### config.mk
export PLATFORM = sky130hd
export DESIGN_NAME = oam_dma_ctrl
export DESIGN_NICKNAME = d
export VERILOG_FILES = /design/src/rtl/oam_dma_ctrl.sv
export SDC_FILE = /design/constraint.sdc
export NUM_CORES = 1
export LEC_CHECK = 0
export ABC_AREA = 1
export CORE_MARGIN = 4
export CORE_UTILIZATION = 51
export CTS_CLUSTER_DIAMETER = 200
export CTS_CLUSTER_SIZE = 8
export DETAILED_ROUTE_END_ITERATION = 10
export MAX_ROUTING_LAYER = met4
export PLACE_DENSITY = 0.85
export REMOVE_ABC_BUFFERS = 1
export SLEW_MARGIN = 20
export SYNTH_ARGS = -nofsm -noshare
export SYNTH_HDL_FRONTEND = slang
export SYNTH_SLANG_ARGS = --single-unit
### constraint.sdc
create_clock -name clk -period 3.35 [get_ports clk]
set_clock_uncertainty 0.15 [all_clocks]
set_input_delay 0.8375 -clock clk [delete_from_list [all_inputs] [get_ports clk]]
set_output_delay 0.8375 -clock clk [all_outputs]
set_load 0.01 [all_outputs]
### src/rtl/oam_dma_ctrl.sv
// oam_dma_ctrl: sprite DMA bus initiator.
// A CPU write of page P to DMA_REG_ADDR halts the CPU. The block then copies
// XFER_LEN bytes from P00.. to OAM_DATA_ADDR as read/write pairs through the
// memory controller's request port.
// All outputs are registered. The action listed for a state becomes visible in
// the cycle after that state: a strobe decided in RD_REQ/WR_REQ is high during
// RD_GAP/WR_GAP, which is also the cycle whose mc_idle is ignored.
module oam_dma_ctrl #(
  parameter logic [15:0] DMA_REG_ADDR  = 16'h4014,
  parameter logic [15:0] OAM_DATA_ADDR = 16'h2004,
  parameter int unsigned XFER_LEN      = 256
) (
  input  logic        clk,
  input  logic        rst,
  input  logic [15:0] trig_addr,
  input  logic [7:0]  trig_data,
  input  logic        trig_write_en,
  output logic        cpu_halt,
  output logic [15:0] mc_addr,
  output logic [7:0]  mc_data_out,
  output logic        mc_write_en,
  output logic        mc_read_en,
  input  logic [7:0]  mc_data_in,
  input  logic        mc_idle,
  output logic        dma_done,
  output logic [8:0]  byte_cnt
);

  typedef enum logic [3:0] {
    S_IDLE,
    S_ALIGN,
    S_RD_REQ,
    S_RD_GAP,
    S_RD_WAIT,
    S_WR_REQ,
    S_WR_GAP,
    S_WR_WAIT,
    S_DONE
  } state_t;

  localparam logic [8:0] LAST_CNT = 9'(XFER_LEN);

  state_t     state_reg;
  logic [7:0] page_reg;
  logic [7:0] data_reg;
  logic [8:0] cnt_next;

  // Count after the write that is completing now.
  assign cnt_next = byte_cnt + 9'd1;

  // Transfer sequencer with registered bus outputs.
  always_ff @(posedge clk or negedge rst) begin
    if (!rst) begin
      state_reg   <= S_IDLE;
      page_reg    <= 8'd0;
      data_reg    <= 8'd0;
      cpu_halt    <= 1'b0;
      mc_addr     <= 16'd0;
      mc_data_out <= 8'd0;
      mc_write_en <= 1'b0;
      mc_read_en  <= 1'b0;
      dma_done    <= 1'b0;
      byte_cnt    <= 9'd0;
    end else begin
      // Strobes and the done flag are single-cycle pulses.
      mc_read_en  <= 1'b0;
      mc_write_en <= 1'b0;
      dma_done    <= 1'b0;
      case (state_reg)
        S_IDLE: begin
          if (trig_write_en && (trig_addr == DMA_REG_ADDR)) begin
            page_reg  <= trig_data;
            cpu_halt  <= 1'b1;
            byte_cnt  <= 9'd0;
            state_reg <= S_ALIGN;
          end
        end
        S_ALIGN: begin
          state_reg <= S_RD_REQ;
        end
        S_RD_REQ: begin
          if (mc_idle) begin
            // The page never increments: the low byte alone walks 00..FF.
            mc_addr    <= {page_reg, byte_cnt[7:0]};
            mc_read_en <= 1'b1;
            state_reg  <= S_RD_GAP;
          end
        end
        S_RD_GAP: begin
          state_reg <= S_RD_WAIT;
        end
        S_RD_WAIT: begin
          if (mc_idle) begin
            data_reg  <= mc_data_in;
            state_reg <= S_WR_REQ;
          end
        end
        S_WR_REQ: begin
          if (mc_idle) begin
            mc_addr     <= OAM_DATA_ADDR;
            mc_data_out <= data_reg;
            mc_write_en <= 1'b1;
            state_reg   <= S_WR_GAP;
          end
        end
        S_WR_GAP: begin
          state_reg <= S_WR_WAIT;
        end
        S_WR_WAIT: begin
          if (mc_idle) begin
            byte_cnt <= cnt_next;
            if (cnt_next == LAST_CNT) begin
              state_reg <= S_DONE;
            end else begin
              state_reg <= S_RD_REQ;
            end
          end
        end
        S_DONE: begin
          dma_done  <= 1'b1;
          cpu_halt  <= 1'b0;
          state_reg <= S_IDLE;
        end
        default: begin
          state_reg <= S_IDLE;
        end
      endcase
    end
  end

endmodule
**Word level (Yosys, flattened, before mapping)**

Index checks and enable logic that the tools add are counted.

- Register bits after elaboration: 57
- Latch bits: 0
- RAM bits: 0
- Memory bits (read-only): 0
- Output and inout bits: 37
- Memories: 0

- $add $sub $neg: 1
- Multipliers: 0
- Divide/modulo/power cells: 0
- Magnitude comparators: 0
- Equal/unequal tests: 15
- Shift-type cells: 0
- Mux-type cells: 19
- Bitwise gates (word level): 0
- Reductions and logical operators: 12

Operator list:

| cell | number |
|---|---|
| $mux W16 | 2 |
| $pmux W16 S2 | 1 |
| $pmux W4 S8 | 1 |
| $mux W4 | 6 |
| $mux W9 | 2 |
| $pmux W9 S2 | 1 |
| $eq A16 B15 Y1 const B | 1 |
| $eq A4 B3 Y1 const B | 4 |
| $ne A2 B2 Y1 const B | 5 |
| $add A9 B1 Y9 const B | 1 |
| $eq A9 B9 Y1 const B | 1 |
| $eq A4 B2 Y1 const B | 2 |
| $reduce_and A2 Y1 | 4 |
| $reduce_and A3 Y1 | 2 |
| $reduce_bool A2 Y1 | 3 |
| $mux W1 | 5 |
| $reduce_and A5 Y1 | 1 |
| $eq A4 B1 Y1 const B | 1 |
| $eq A4 B4 Y1 const B | 1 |
| $logic_not A4 Y1 | 1 |
| $pmux W1 S2 | 1 |
| $logic_and A1 B1 Y1 | 1 |

**Logic depth before layout (Yosys ltp)**

Gate-level depths: netlist of run 1.

- Word-level depth: 5
- Mapped depth: 12

**Least setup slack after synthesis of run 1**

Ideal clock, no wire load.

- Path kind: in2reg
- From: in trig_addr[7]
- To: reg page_reg[7]
- Data arrival time: 1.607 ns
- Required time: 3.079 ns
- Path slack: 1.472 ns
- Stages: 7
- Cell sequence: nor2_1 > nand4_1 > nor2_1 > nand3_4 > buf_6 > nand2_1 > o21ai_1

- Cells in the longest elaborated chain, start to end: 3

RTL lines:

| element | RTL line | source |
|---|---|---|
| from (decl) | 15 | `input logic [15:0] trig_addr,` |
| $eq A16 B15 Y1 | 71 | `if (trig_write_en && (trig_addr == DMA_REG_ADDR)) begin` |
| $logic_and A1 B1 Y1 | 71 |  |
| $reduce_and A2 Y1 (no source line) | n/a |  |
| to (signal assigned) | 72 | `page_reg <= trig_data;` |
| to (decl) | 44 | `logic [7:0] page_reg;` |

No other way between the ends.
A chain may end at the register's enable or synchronous reset.

**Worst setup path after layout of run 1**

- From: reg byte_cnt[2]
- To: out byte_cnt[2]

RTL lines:

| element | RTL line | source |
|---|---|---|
| from (decl) | 26 | `output logic [8:0] byte_cnt` |
| from (signal assigned) | 111 | `byte_cnt <= cnt_next;` |

No word-level cell between the ends.

==> results of run 1 <==
## path summary, 6_finish.rpt
| check | end |
|---|---|
| worst min register to register | mc_data_out[7] |
| worst min-delay path | mc_data_out[7] |
| min in group asynchronous | mc_data_out[5] |
| max in group asynchronous | mc_addr[6] |
| worst max-delay path | byte_cnt[2] |
| worst max register to register | mc_addr[2] |
## placed cells by master (no fill, tap or decap), types with 2 or more instances in the layout
cell and instances:
nand3b_1 2, nand2_1 77, bufinv_16 2, nor2_2 2, mux2_2 2, clkdlybuf4s50_1 71, inv_1 31, a21oi_1 7
nor2_1 24, clkbuf_8 11, inv_2 5, o21ai_0 11, o21ai_1 21, dfrtp_1 57, nand2_2 3, nand3_1 24
nor3_2 2
## cells in the mapped netlist
cell | instances | share of area
nand3_1 | 24 | 0.047
o21ai_0 | 11 | 0.021
nor2_1 | 24 | 0.035
buf_6 | 5 | 0.022
ha_1 | 1 | 0.0049
a22oi_2 | 1 | 0.0049
nand4_1 | 1 | 0.0024
nand3_4 | 1 | 0.0068
a21oi_1 | 7 | 0.014
o21bai_1 | 1 | 0.0029
nand2_2 | 3 | 0.0073
o21ai_1 | 21 | 0.041
nor2_4 | 1 | 0.0044
nand3b_1 | 2 | 0.0058
o21ai_2 | 1 | 0.0034
o22ai_1 | 1 | 0.0024
nand2_4 | 1 | 0.0044
mux2_2 | 2 | 0.0088
dfrtp_1 | 57 | 0.55
nor2_2 | 2 | 0.0049
nor3_4 | 1 | 0.0063
inv_1 | 31 | 0.045
nand2_1 | 77 | 0.11
xor2_1 | 1 | 0.0034
clkinv_4 | 1 | 0.0034
buf_2 | 2 | 0.0039
a21oi_2 | 1 | 0.0034
inv_2 | 5 | 0.0073
nor3_2 | 2 | 0.0078
nor2_8 | 1 | 0.0078
nor3_1 | 1 | 0.0019
## power groups by stage
stage	sequential, mW	clock [mW]	combinational [mW]
2_1_floorplan	1.10	0	0.484
3_3_place_gp	1.06	0	0.980
3_5_place_dp	1.06	0	1.01
4_1_cts	1.06	0.714	1.02
5_1_grt	1.09	0.749	1.13
6_report	1.06	0.710	1.01
## area by class of cell
cell class / count / area, µm² / share of cell area
Timing Repair Buffer: 73 / 723 / 0.205
Multi-Input combinational cell: 189 / 936 / 0.265
Clock buffer: 11 / 151 / 0.0429
Clock inverter: 3 / 65.1 / 0.0184
Sequential cell: 57 / 1430 / 0.404
Tap cell: 67 / 83.8 / 0.0238
Inverter: 37 / 144 / 0.0408
## cells by family (layout without fill, tap and decap cells)
kind of cell / count (synthesis) / after routing / synth area share
AO/OA/AOI/OAI: 44 / 44 / 0.0929
XOR/XNOR: 1 / 1 / 0.00341
adder cells (fa/ha/maj): 1 / 1 / 0.00486
buffers and inverters: 44 / 124 / 0.0817
flip-flops: 57 / 57 / 0.554
multiplexers: 2 / 2 / 0.00875
AND/OR/NAND/NOR: 141 / 141 / 0.254
## per-layer routing
metal / track usage / vias to the layer above / share of wire
li1: - / 1081 / -
met1: 0.281 / 1027 / 0.46
met2: 0.312 / 77 / 0.46
met3: 0.0476 / 11 / 0.073
met4: 0.0825 / 0 / 0.012
met5: - / - / 0
==> results.ini, run 1 <==
[floorplan]
die_h_um=79.0
die-area_um2=6240
ios=73
dieWidth_um=79.0
rows=25
core_area_um2=4820
start_util=0.534

[cells_and_area]
final_core_util=0.733
area_growth_pct=37.2
nNetsFinal=404
fillers=390
largest_register_ffs=16
fin_cells=437
top_regs=mc_addr: 16 flops, byte_cnt: 9 flops
fin_area_um2=3530
largest-register=mc_addr
drive_gt1_frac=0.105
diodes=0

[sta]
setup_ws_ns=0.997
tightest_slew_ns=0.652
finalHoldWorstSlack_ns=0.328
slew_violations=0
setup_viol=0
finalHoldViolCount=0
rsz0062_at_grt=false
fmax_mhz=425
setup_tns_ns=0
slew_headroom=0.565
fin_crit_ns=2.35
fin_crit_sh=0.702

[global_routing]
gr-total-overflow=0
grt_pass1_vias=2131
antenna_found_initial=0
grt_pass1_wl_um=9830
grt_max_degree=31
grt.total_usage=0.210

[power]
p_seq_frac=0.381
p_total_mw=2.78
power_density_nw_per_um2=786
p_sw_uw=954
clock_power_share=0.256
power_frac_comb=0.363
p_sw_frac=0.344
peakVddDrop_v=0.000536
p_leak_nw=1.68
p_int_mw=1.82

[clock_tree]
cts.htree.levels=3
post_cts_buffers=0
clock_latency_ns=0.33
clkTransAtPathRegs_ns=0.06
postCtsResizedCells=0
root_buffer=clkbuf_8
clkSinkCount=57
cts_buffers=9
cts_tree=built
clockBufferDepth=2
cts.hold.buffers_added=0

[critical_path]
path_buf_inv=1
crit_required_ns=2.36
rrSetupSlack_ns=1.50
crit_slowest_cell=clkdlybuf4s50_1
worstSetupStartpointType=register
reg2regPathDepth=8
cp-end-kind=primary output
slowest_delay_ns=0.58
path_max_fanout=6
path_depth=1
critPathLaunch=byte_cnt[2]
crit_chain=clkdlybuf4s50_1
crit_arrival_ns=1.37
crit_family=buffers and inverters
worstSetupPathType=register to primary output
timing.rr.start=state_reg[2]

[drt]
first_pass_iters=4
via_count=2196
post_drt_wl_per_cell_um=13.5
dr.first_iter.drc_count=119
drt-vias-per-instance=5.03
wirelength_um=5900
antenna_left=0
drc=0

[yosys]
avgSynthCellArea_um2=8.87
ys_ff_latch=57
synth_cells=290
yosysWarnings=0
synth_seq_area_share=0.554
synthDistinctLibCells=31
syn_area_um2=2570

[hold_path]
hp-start=mc_data_out[7]
hold_depth=2
holdCritPathClass=register to register

[placement]
dpl.hpwl_um=4150
place_area_um2=3310
gp_congestion=0.895
place_inst=423
place_ws_ns=0.755
io_buffers=72

[run_status]
status=finished, final reports clean

[job]
maxCapViolations=0

Note: power is estimated with default switching activity, not from simulation.
==> run 2: changes to the inputs <==
--- a/config.mk
+++ b/config.mk
@@ -7,12 +7,12 @@
 export LEC_CHECK = 0
 export ABC_AREA = 1
 export CORE_MARGIN = 4
-export CORE_UTILIZATION = 51
+export CORE_UTILIZATION = 47
 export CTS_CLUSTER_DIAMETER = 200
 export CTS_CLUSTER_SIZE = 8
 export DETAILED_ROUTE_END_ITERATION = 10
 export MAX_ROUTING_LAYER = met4
-export PLACE_DENSITY = 0.85
+export PLACE_DENSITY = 0.79
 export REMOVE_ABC_BUFFERS = 1
 export SLEW_MARGIN = 20
 export SYNTH_ARGS = -nofsm -noshare
==> constraint.sdc (replaced) <==
create_clock -name clk -period 2.25 [get_ports clk]
set_clock_uncertainty 0.15 [all_clocks]
set_input_delay 0.5625 -clock clk [delete_from_list [all_inputs] [get_ports clk]]
set_output_delay 0.5625 -clock clk [all_outputs]
set_load 0.01 [all_outputs]
==> results.ini, run 2 (synthesis gave the netlist of run 1 again) <==
[run_status]
status=finished, final reports clean

[clock_tree]
post_cts_buffers=0
postCtsResizedCells=0
cts_buffers=9
cts_tree=built
cts.hold.buffers_added=0
clockBufferDepth=2
clock_latency_ns=0.33
root_buffer=clkbuf_8
clkTransAtPathRegs_ns=0.06
clkSinkCount=57
cts.htree.levels=3

[sta]
slew_violations=0
slew_headroom=0.723
finalHoldViolCount=0
fmax_mhz=479
tightest_slew_ns=0.414
fin_crit_ns=2.09
setup_tns_ns=0
setup_viol=0
fin_crit_sh=0.928
rsz0062_at_grt=false
finalHoldWorstSlack_ns=0.00373

[power]
p_total_mw=4.07
peakVddDrop_v=0.000801
p_leak_nw=1.70
power_density_nw_per_um2=1140

[floorplan]
dieWidth_um=82.0
die-area_um2=6720
core_area_um2=5200
die_h_um=82.0
start_util=0.494
rows=26
ios=73

[drt]
drc=0
antenna_left=0
drt-vias-per-instance=4.88
post_drt_wl_per_cell_um=13.0
wirelength_um=5810
first_pass_iters=4
dr.first_iter.drc_count=163
via_count=2182

[cells_and_area]
fillers=413
largest_register_ffs=16
nNetsFinal=409
drive_gt1_frac=0.117
final_common_cell=nand2_1
multi_input_area_um2=936
layout_common_cells=nand2_1 (77), clkdlybuf4s50_1 (71), dfrtp_1 (57)
diodes=0
fin_cells=447
largest-register=mc_addr
seqCellArea_um2=1430
area_growth_pct=39.0
top_regs=mc_addr: 16 flops, byte_cnt: 9 flops
final_core_util=0.687

[critical_path]
crit_required_ns=1.54
path_max_fanout=5
crit_arrival_ns=1.37
path_buf_inv=1
worstSetupStartpointType=register
slowest_delay_ns=0.58
crit_family=buffers and inverters
crit_chain=clkdlybuf4s50_1
rrSetupSlack_ns=0.42
cp-end-kind=primary output
worstSetupPathType=register to primary output
crit_slowest_cell=clkdlybuf4s50_1

[global_routing]
grt_max_degree=43
gr-total-overflow=0
grt.total_usage=0.200
antenna_found_initial=0
grt_pass1_vias=2214
grt_pass1_wl_um=9770

[job]
maxCapViolations=0

[placement]
place_inst=431
gp_congestion=0.833
io_buffers=72
dpl.hpwl_um=4230

[hold_path]
holdCritPathClass=input port to asynchronous set/reset pin

-- run 2: final cells by class --
type,instances,area share
Clock buffer,14,0.0483
Clock inverter,2,0.00980
Inverter,37,0.0403
Multi-Input combinational cell,189,0.262
Sequential cell,57,0.399
Tap cell,70,0.0245
Timing Repair Buffer,78,0.216
-- run 2: final timing paths --
check                                  from              to  cells after the start
worst max-delay path            byte_cnt[3]     byte_cnt[3]                      1
worst min-delay path                    rst        dma_done                      1
worst max register to register  byte_cnt[1]    state_reg[1]                     12
worst min register to register  data_reg[7]  mc_data_out[7]                      2
max in group asynchronous               rst      mc_addr[0]                      2
min in group clk                data_reg[7]  mc_data_out[7]                      2
-- run 2: per-stage QoR --
step                instance area (µm²)  worst slack (ns)
floorplan                          2510             0.594
global placement                   3370             0.117
detailed placement                 3370            0.0800
CTS                                3570             0.169
global route                       3570             0.128
finish                             3570             0.163
-- run 2: per-layer routing --
metal	wire length [µm]	track usage
met1	2500	0.246
met2	2730	0.312
met3	470	0.0515
met4	100	0.0847
met5	0	-
-- run 2: where the power goes --
group	internal, mW	leakage, nW	switching [mW]
clock network	0.601	0.107	0.384
registers	1.34	0.726	0.231
logic	0.723	0.871	0.790
total	2.66	1.70	1.40
